==> src/rtl/mod4_seq_gen_pkg.sv <==
// Shared definitions for the mod-4 residue sequence generator.
package mod4_seq_gen_pkg;

  typedef enum logic [1:0] {
    ST_IDLE = 2'd0,
    ST_RUN  = 2'd1,
    ST_DONE = 2'd2
  } state_t;

  localparam int unsigned STEP = 4;

endpackage

==> src/rtl/mod4_seq_gen.sv <==
// Streams every (W+1)-bit value with v % 4 == RESIDUE, ascending, over a valid/ready
// handshake; pulses done_o after the final transfer of an uninterrupted burst.
module mod4_seq_gen
  import mod4_seq_gen_pkg::*;
#(
  parameter int unsigned W       = 4,
  parameter int unsigned RESIDUE = 1
) (
  input  logic         clk,
  input  logic         rst,
  input  logic         start,
  input  logic         halt,
  input  logic         ready_i,
  output logic         valid_o,
  output logic [W:0]   data_o,
  output logic         last_o,
  output logic         busy_o,
  output logic         done_o,
  output logic [W-1:0] cnt_o
);

  localparam int unsigned DW   = W + 1;
  localparam logic [W:0]  MAXV = DW'((1 << DW) - STEP + RESIDUE);

  if (RESIDUE > 3) begin : g_bad_residue
    $error("mod4_seq_gen: RESIDUE must be in 0..3");
  end

  state_t       r_state;
  logic [W:0]   r_data;
  logic [W-1:0] r_cnt;
  logic         r_valid;
  logic         r_last;
  logic         r_busy;
  logic         r_done;

  logic         w_xfer;
  logic         w_at_max;
  logic [W:0]   w_data_inc;

  assign w_xfer     = r_valid & ready_i;
  assign w_at_max   = (r_data == MAXV);
  assign w_data_inc = r_data + DW'(STEP);

  // FSM, value register and transfer counter; every output comes from a flop.
  always_ff @(posedge clk or posedge rst) begin
    if (rst) begin
      r_state <= ST_IDLE;
      r_data  <= DW'(RESIDUE);
      r_cnt   <= '0;
      r_valid <= 1'b0;
      r_last  <= 1'b0;
      r_busy  <= 1'b0;
      r_done  <= 1'b0;
    end else begin
      r_done <= 1'b0;
      case (r_state)
        ST_IDLE: begin
          if (start) begin
            r_state <= ST_RUN;
            r_data  <= DW'(RESIDUE);
            r_cnt   <= '0;
            r_valid <= 1'b1;
            r_busy  <= 1'b1;
            r_last  <= (DW'(RESIDUE) == MAXV);
          end
        end
        ST_RUN: begin
          if (w_xfer) begin
            r_cnt <= r_cnt + W'(1);
          end
          // halt wins over completion, so an aborted final transfer yields no done_o.
          if (halt) begin
            r_state <= ST_IDLE;
            r_valid <= 1'b0;
            r_busy  <= 1'b0;
            r_last  <= 1'b0;
          end else if (w_xfer) begin
            if (w_at_max) begin
              r_state <= ST_DONE;
              r_valid <= 1'b0;
              r_busy  <= 1'b0;
              r_last  <= 1'b0;
              r_done  <= 1'b1;
            end else begin
              r_data <= w_data_inc;
              r_last <= (w_data_inc == MAXV);
            end
          end
        end
        ST_DONE: begin
          r_state <= ST_IDLE;
        end
        default: begin
          r_state <= ST_IDLE;
          r_valid <= 1'b0;
          r_busy  <= 1'b0;
          r_last  <= 1'b0;
        end
      endcase
    end
  end

  assign valid_o = r_valid;
  assign data_o  = r_data;
  assign last_o  = r_last;
  assign busy_o  = r_busy;
  assign done_o  = r_done;
  assign cnt_o   = r_cnt;

endmodule

==> config.mk <==
export PLATFORM = sky130hd
export DESIGN_NAME = mod4_seq_gen
export DESIGN_NICKNAME = d
export VERILOG_FILES = /design/src/rtl/mod4_seq_gen_pkg.sv /design/src/rtl/mod4_seq_gen.sv
export SDC_FILE = /design/constraint.sdc
export NUM_CORES = 1
export LEC_CHECK = 0
export CAP_MARGIN = 20
export CORE_MARGIN = 2
export CORE_UTILIZATION = 49
export CTS_CLUSTER_DIAMETER = 150
export CTS_CLUSTER_SIZE = 10
export DETAILED_ROUTE_END_ITERATION = 8
export PLACE_DENSITY = 0.8
export SYNTH_ARGS = -nofsm -noshare
export SYNTH_HDL_FRONTEND = slang
export SYNTH_SLANG_ARGS = --single-unit
==> constraint.sdc <==
create_clock -name clk -period 2.8 [get_ports clk]
set_clock_uncertainty 0.2 [all_clocks]
set_input_delay 0.7 -clock clk [delete_from_list [all_inputs] [get_ports clk]]
set_output_delay 0.7 -clock clk [all_outputs]
set_load 0.005 [all_outputs]
==> reports/qor.txt, run 1 <==
DIE
-----------------------------------------------------------------------------------------------------------------
Die span in y                                                                                            41.51 um
Initial Util                                                                                               0.5298
Floorplan row count                                                                                            13
Die outline area                                                                                       1723 sq um
Width of the die                                                                                         41.51 um
Top-level port count                                                                                           18
Core box area                                                                                          1301 sq um

MIN PATH
-----------------------------------------------------------------------------------------------------------------
Hold-critical path depth                                                                                        1
Hold/Removal Path Class                                                                              register to register

GRT
-----------------------------------------------------------------------------------------------------------------
Number of antenna violations at the first check in global routing                                               0
Number of global-route vias before repair                                                                     534
Final global-route overflow total                                                                               0
Global-route usage over all layers                                                                         0.1712
Largest net degree at the start of global routing                                                              14
Wire length of the first global-routing pass                                                              2242 um

TIMING
-----------------------------------------------------------------------------------------------------------------
Max-Slew Margin vs Limit                                                                                   0.6292
Part of the cycle the worst path needs                                                                     0.8070
Sum of negative setup slack                                                                                  0 ns
Timing-limited maximum frequency                                                                        442.5 MHz
Hold Violations, Final                                                                                          0
Worst-margin pin slew                                                                                   0.5538 ns
RSZ-0062 raised after global routing                                                                        false
Final setup vio count                                                                                           0
Post-layout min period                                                                                   2.260 ns
Number of max-slew violations in the final report                                                               0
Worst-case setup margin in the final layout                                                             0.5404 ns

POWER
-----------------------------------------------------------------------------------------------------------------
Worst ir drop on vdd                                                                                  0.0004559 V
Power after layout                                                                                       560.4 uW
Switching component of the power                                                                         176.9 uW
Internal power contribution                                                                              383.5 uW
Cell leakage power                                                                                   0.0003769 uW
Power per cell area                                                                                  637.1 nW/um^2
Part of the power in the clock network                                                                      0.205
Switching portion of total power                                                                           0.3156
Part of the power in registers                                                                              0.467
Combinational cell fraction of total power                                                                  0.327

LOGIC SYNTHESIS
-----------------------------------------------------------------------------------------------------------------
Post-synthesis share of cell area spent on and, or, nand and nor gates                                     0.2105
Synth Area in XOR/XNOR                                                                                    0.01270
Post-synth EDFFs                                                                                                0
Cell area after synthesis                                                                             689.4 sq um
Share of the synthesized area in the top cell type                                                         0.4356
Yosys warning total                                                                                             0
Number of flip-flops and latches in the synthesized netlist                                                    13
Post-synthesis average cell area                                                                      10.14 sq um
Share of async-settable or async-resettable flops after synthesis                                           1.000
Synthesized netlist net count                                                                                  76
Post-synthesis cell count                                                                                      68
Fraction of the mapped netlist area in compound gates                                                      0.1887
Largest area contributor in the netlist                                                              sky130_fd_sc_hd__dfrtp_1
Unique cell type count in the Yosys netlist                                                                    31
Arithmetic-cell share of the synthesized area counting full adders, half adders and majority gates        0.05445
Post-synthesis mux area share                                                                             0.01633
Combinational family with the most area after synthesis                                              simple AND/OR/NAND/NOR gates
Share of synthesized area occupied by flip-flops and latches                                               0.4737
Largest cells by area after synthesis                                                                sky130_fd_sc_hd__dfrtp_1 44%, sky130_fd_sc_hd__ha_1 5.4%, sky130_fd_sc_hd__dfstp_2 3.8%
Leading register cell type out of synthesis                                                          sky130_fd_sc_hd__dfrtp_1

CLOCKING
-----------------------------------------------------------------------------------------------------------------
Number of buffers between clock root and the deepest sink                                                       2
Count of instances resized after the clock tree is built                                                        0
Clock latency at the later pin of the worst-skew pair                                                     0.28 ns
Clock root buffer master                                                                             sky130_fd_sc_hd__clkbuf_4
Number of H-tree levels                                                                                         1
Total of hold buffers inserted after clock tree synthesis                                                       0
Number of clock buffers inserted by TritonCTS                                                                   3
Total clock sinks                                                                                              13
Post-CTS setup buffer count                                                                                     0
Clock-pin transition on the worst setup and hold timing paths                                             0.08 ns
CTS tree                                                                                                     done

CRITICAL PATH
-----------------------------------------------------------------------------------------------------------------
Largest incremental delay on the critical path                                                            0.58 ns
CP bufs+invs                                                                                                    1
Slowest cell on crit path                                                                            sky130_fd_sc_hd__dfstp_2
Startpoint type of the worst setup path                                                                  register
Worst EP required                                                                                         1.90 ns
Crit Path Max Fanout                                                                                            6
Data arrival at the endpoint of the critical path                                                         1.36 ns
Cell family contributing the most delay on the critical path                                           flip-flops
Critical setup path kind                                                                             register to output pin
Number of cells on the critical path                                                                            1
Number of cells on the worst reg-to-reg path                                                                    3
Reg-to-reg slack, setup                                                                                   1.09 ns
Critical Path Sink Type                                                                                output pin
Cells along the critical path                                                                        clkdlybuf4s50_1

ROUTE
-----------------------------------------------------------------------------------------------------------------
Initial DRC count                                                                                              10
Detailed-route vias per instance                                                                            5.802
Post-detailed-routing wire length                                                                         1368 um
Vias after detailed routing                                                                                   586
Post-detailed-route wirelength per cell                                                                  13.54 um
Count of nets left with antenna violations after detail routing                                                 0
Final routed DRC violation total                                                                                0
Total iterations of the first detailed-routing run                                                              4

RUN
-----------------------------------------------------------------------------------------------------------------
Count of maximum capacitance violations                                                                         0

PLACE
-----------------------------------------------------------------------------------------------------------------
HPWL after DPL                                                                                            1014 um
Post-Place Setup Slack                                                                                  0.3975 ns
Number of I/O port buffers                                                                                     16
Weighted congestion at the end of routability-driven global placement                                      0.8070

FINAL LAYOUT
-----------------------------------------------------------------------------------------------------------------
Commonest non-fill, non-tap cell in the layout                                                       sky130_fd_sc_hd__clkdlybuf4s50_1
Number of fill cells in the layout                                                                            100
Antenna diode count                                                                                             0
Post-layout util                                                                                           0.6760
Fraction of layout cells with a size suffix above 1                                                       0.09302
Net count of the finished layout                                                                               95
Most frequent cells in the layout                                                                    16 x sky130_fd_sc_hd__clkdlybuf4s50_1, 12 x sky130_fd_sc_hd__dfrtp_1, 5 x sky130_fd_sc_hd__a21oi_1, 5 x sky130_fd_sc_hd__o21ai_0, 4 x sky130_fd_sc_hd__nand3_1
Area grow syn2layout                                                                                       27.59%

OUTCOME
-----------------------------------------------------------------------------------------------------------------
Run status                                                                                              completed

[layer usage]
metal | part of all wire | up-vias | track usage | wire length (um)
met4 | 0.019 | 0 | 0.09677 | 26
met2 | 0.47 | 19 | 0.2625 | 642
met1 | 0.45 | 275 | 0.2213 | 622
met5 | 0 | - | 0 | 0
met3 | 0.056 | 5 | 0.03913 | 77
li1 | - | 287 | - | -
[cell usage after synthesis (2+ instances only)]
master,n
sky130_fd_sc_hd__dfrtp_1,12
sky130_fd_sc_hd__a21oi_1,5
sky130_fd_sc_hd__o21ai_0,5
sky130_fd_sc_hd__nand3_1,4
sky130_fd_sc_hd__ha_1,3
sky130_fd_sc_hd__inv_1,3
sky130_fd_sc_hd__nand2_1,3
sky130_fd_sc_hd__nor2_1,3
sky130_fd_sc_hd__nor3_1,3
sky130_fd_sc_hd__a31oi_1,2
sky130_fd_sc_hd__buf_4,2
sky130_fd_sc_hd__nand2b_1,2
sky130_fd_sc_hd__o22a_1,2
sky130_fd_sc_hd__or3_1,2
[cell families (layout without fill, tap and decap cells)]
| group | after synthesis | in the layout |
|---|---|---|
| flip-flops | 13 | 13 |
| AND/OR/NAND/NOR | 24 | 24 |
| adder cells (fa/ha/maj) | 3 | 3 |
| XOR/XNOR | 1 | 1 |
| other | 1 | 1 |
| multiplexers | 1 | 1 |
| AO/OA/AOI/OAI | 20 | 20 |
| buffers and inverters | 5 | 23 |
[state kept, by name, summed over array words and instances, names as in the netlist]
signal / count
busy_o: 1
cnt_o: 4
data_o: 4
done_o: 1
last_o: 1
r_state: 2
[final timing paths]
kind                             from          to
max                         data_o[0]   data_o[0]
min                            last_o      last_o
max reg2reg                r_state[1]      last_o
min reg2reg                    last_o      last_o
max in group asynchronous         rst   data_o[0]
min in group asynchronous         rst  r_state[0]
[final cells by class]
| type | count | area, sq um | share of cell area |
|---|---|---|---|
| tap | 15 | 18.77 | 0.02134 |
| clock buffer | 4 | 26.28 | 0.02987 |
| timing repair buffer | 16 | 160.2 | 0.1821 |
| multi-input combinational | 50 | 336.6 | 0.3826 |
| inverter | 3 | 11.26 | 0.01280 |
| sequential | 13 | 326.6 | 0.3713 |
[through the flow]
stage	hold slack, ns	instances	instance area [sq um]
2_1_floorplan	0.3041	68	689.4
3_3_place_gp	0.2934	97	853.3
3_5_place_dp	0.2983	97	853.3
4_1_cts	0.3214	101	879.6
5_1_grt	0.3347	101	879.6
6_report	0.3184	101	879.6
[power groups by stage]
stage | sequential, uW | combinational [uW] | clock [uW]
after global routing | 269 | 199 | 128
after floorplan | 261 | 97.3 | 0
final | 262 | 183 | 115
after global placement | 263 | 182 | 0
after CTS | 262 | 185 | 119
after detailed placement | 265 | 184 | 0
Power figures use the tool's default switching activity.
==> run 2: changes to the inputs <==
--- a/config.mk
+++ b/config.mk
@@ -7,11 +7,11 @@
 export LEC_CHECK = 0
 export CAP_MARGIN = 20
 export CORE_MARGIN = 2
-export CORE_UTILIZATION = 49
+export CORE_UTILIZATION = 46
 export CTS_CLUSTER_DIAMETER = 150
 export CTS_CLUSTER_SIZE = 10
 export DETAILED_ROUTE_END_ITERATION = 8
-export PLACE_DENSITY = 0.8
+export PLACE_DENSITY = 0.76
 export SYNTH_ARGS = -nofsm -noshare
 export SYNTH_HDL_FRONTEND = slang
 export SYNTH_SLANG_ARGS = --single-unit
==> constraint.sdc (replaced) <==
create_clock -name clk -period 2.3 [get_ports clk]
set_clock_uncertainty 0.2 [all_clocks]
set_input_delay 0.575 -clock clk [delete_from_list [all_inputs] [get_ports clk]]
set_output_delay 0.575 -clock clk [all_outputs]
set_load 0.005 [all_outputs]
==> reports/qor.txt, run 2 (synthesis results as in run 1) <==
CRITICAL PATH
------------------------------------------------------------------------------------
Cells along the critical path                                           clkdlybuf4s50_1
Critical setup path kind                                                register to output pin
CP bufs+invs                                                                       1   unchanged
Number of cells on the critical path                                               1   unchanged
Worst EP required                                                            1.52 ns   -0.38 ns
Crit Path Max Fanout                                                               6   unchanged
Worst reg2reg startpoint                                                   data_o[3]
Largest incremental delay on the critical path                               0.58 ns   about the same
Startpoint type of the worst setup path                                     register
Reg2reg end                                                                data_o[2]
Number of cells on the worst reg-to-reg path                                       4   +1
Launching element of the worst setup path                                  data_o[0]
Reg-to-reg slack, setup                                                      0.65 ns   -0.44 ns
Data arrival at the endpoint of the critical path                            1.36 ns   about the same
Cell family contributing the most delay on the critical path              flip-flops
Slowest cell on crit path                                               sky130_fd_sc_hd__dfstp_2
Critical Path End                                                          data_o[0]
Critical Path Sink Type                                                   output pin

CLOCKING
------------------------------------------------------------------------------------
CTS tree                                                                        done
Clock root buffer master                                                sky130_fd_sc_hd__clkbuf_4
Number of H-tree levels                                                            1   unchanged
Number of clock buffers inserted by TritonCTS                                      3   unchanged
Post-CTS setup buffer count                                                        0   unchanged
Count of instances resized after the clock tree is built                           0   unchanged
Total clock sinks                                                                 13   unchanged
Clock latency at the later pin of the worst-skew pair                        0.28 ns   about the same
Number of buffers between clock root and the deepest sink                          2   unchanged
Clock-pin transition on the worst setup and hold timing paths                0.08 ns   about the same
Total of hold buffers inserted after clock tree synthesis                          0   unchanged

GRT
------------------------------------------------------------------------------------
Wire length of the first global-routing pass                                 2428 um   +8.3%
Number of antenna violations at the first check in global routing                  0   unchanged
Global-route usage over all layers                                            0.1745   +0.003287
Number of global-route vias before repair                                        548   +2.6%
Final global-route overflow total                                                  0   unchanged
Largest net degree at the start of global routing                                 14   unchanged

DIE
------------------------------------------------------------------------------------
Initial Util                                                                  0.5107   -0.01915
Width of the die                                                            42.72 um   +2.9%
Top-level port count                                                              18   unchanged
Die span in y                                                               42.72 um   +2.9%
Core box area                                                             1350 sq um   +3.7%
Die outline area                                                          1825 sq um   +5.9%
Floorplan row count                                                               13   unchanged

PLACE
------------------------------------------------------------------------------------
Number of I/O port buffers                                                        16   unchanged
Weighted congestion at the end of routability-driven global placement         0.8234   +2.0%
Placed cells                                                                     100   +3.1%
Placement Cell Area                                                      875.8 sq um   +2.6%
HPWL after DPL                                                               1072 um   +5.7%

FINAL LAYOUT
------------------------------------------------------------------------------------
Net count of the finished layout                                                  98   +3.2%
Number of fill cells in the layout                                               116   +16%
Number of cells in the finished layout apart from fillers                        104   +3.0%
Commonest non-fill, non-tap cell in the layout                          sky130_fd_sc_hd__clkdlybuf4s50_1
Most frequent cells in the layout                                       16 x sky130_fd_sc_hd__clkdlybuf4s50_1, 12 x sky130_fd_sc_hd__dfrtp_1, 5 x sky130_fd_sc_hd__a21oi_1, 5 x sky130_fd_sc_hd__o21ai_0, 4 x sky130_fd_sc_hd__nand3_1
Area grow syn2layout                                                          30.85%
Fraction of layout cells with a size suffix above 1                           0.1236   +0.03057
Final instance area                                                      902.1 sq um   +2.6%
Antenna diode count                                                                0   unchanged

TIMING
------------------------------------------------------------------------------------
Hold Violations, Final                                                             0   unchanged
Worst Hold Margin                                                          0.3218 ns   +0.003391 ns
Worst-margin pin slew                                                      0.5084 ns   -0.04542 ns
Post-layout min period                                                      2.132 ns
Sum of negative setup slack                                                     0 ns   unchanged
Part of the cycle the worst path needs                                        0.9271
Max-Slew Margin vs Limit                                                      0.6607   +0.03153
Final setup vio count                                                              0   unchanged
Timing-limited maximum frequency                                           469.0 MHz
RSZ-0062 raised after global routing                                           false
Number of max-slew violations in the final report                                  0   unchanged

RUN
------------------------------------------------------------------------------------
Count of maximum capacitance violations                                            0   unchanged

POWER
------------------------------------------------------------------------------------
Combinational cell fraction of total power                                     0.335   +0.008
Power per cell area                                                     768.5 nW/um^2   +21%
Switching portion of total power                                              0.3167   +0.001115
Power after layout                                                          693.3 uW   +24%
Internal power contribution                                                 473.7 uW   +24%
Part of the power in registers                                                 0.459   -0.008
Part of the power in the clock network                                         0.205   about the same
Switching component of the power                                            219.6 uW   +24%
Worst ir drop on vdd                                                     0.0004266 V   -6.4%
Cell leakage power                                                      0.0003914 uW   +3.8%

ROUTE
------------------------------------------------------------------------------------
Final routed DRC violation total                                                   0   unchanged
Vias after detailed routing                                                      597   +1.9%
Total iterations of the first detailed-routing run                                 4   unchanged
Post-detailed-routing wire length                                            1455 um   +6.4%
Count of nets left with antenna violations after detail routing                    0   unchanged
Post-detailed-route wirelength per cell                                     13.99 um   +3.3%
Initial DRC count                                                                 17   +7
Detailed-route vias per instance                                               5.740   -1.1%

OUTCOME
------------------------------------------------------------------------------------
Run status                                                                 completed

MIN PATH
------------------------------------------------------------------------------------
Hold/Removal Path Class                                                 register to register

==> run 2: cell count changes in the layout (fill, tap and decap cells not counted) <==
cell                    before  now
sky130_fd_sc_hd__buf_4       0    3
==> run 2: routing by layer <==
metal	global-route usage	up-vias	part of all wire
li1	-	288	-
met1	0.2473	289	0.47
met2	0.2636	16	0.47
met3	0.03830	4	0.040
met4	0.05625	0	0.013
met5	0	-	0
==> run 2: power by group through the flow <==
| stage | sequential (uW) | combinational, uW | clock [uW] |
|---|---|---|---|
| 6_report | 318 | 232 | 142 |
| 5_1_grt | 326 | 255 | 156 |
| 4_1_cts | 318 | 236 | 145 |
| 3_5_place_dp | 322 | 234 | 0 |
| 3_3_place_gp | 321 | 231 | 0 |
| 2_1_floorplan | 317 | 118 | 0 |
==> run 2: per-stage QoR <==
step	utilization	setup WS (ns)
CTS	0.6682	0.1618
global placement	0.6487	0.1463
floorplan	-	0.6476
detailed placement	0.6487	0.1119
finish	0.6682	0.1676
global route	0.6682	0.1150
==> run 2: worst min-delay path by stage <==
stage                     startpoint     end  slack, ns  cells after the start
after detailed placement      last_o  last_o       0.29                      1
after global placement        last_o  last_o       0.30                      1
final                         last_o  last_o       0.32                      1
after global routing          last_o  last_o       0.36                      1
after floorplan                  rst  busy_o       0.25                      1
after CTS                     last_o  last_o       0.32                      1
==> run 2: layout make-up <==
type,count,area (sq um),share of cell area
inverters,3,11.26,0.01248
clock buffers,4,26.28,0.02913
repair buffers,19,182.7,0.2025
flip-flops and latches,13,326.6,0.3620
well taps,15,18.77,0.02080
multi-input cells,50,336.6,0.3731
==> run 3: changes to the inputs <==
--- a/config.mk
+++ b/config.mk
@@ -11,6 +11,7 @@
 export CTS_CLUSTER_DIAMETER = 150
 export CTS_CLUSTER_SIZE = 10
 export DETAILED_ROUTE_END_ITERATION = 8
+export GPL_ROUTABILITY_DRIVEN = 0
 export PLACE_DENSITY = 0.76
 export SYNTH_ARGS = -nofsm -noshare
 export SYNTH_HDL_FRONTEND = slang
==> results of run 3 <==
No change in the layout: final DEF, timing and power equal those of run 2.
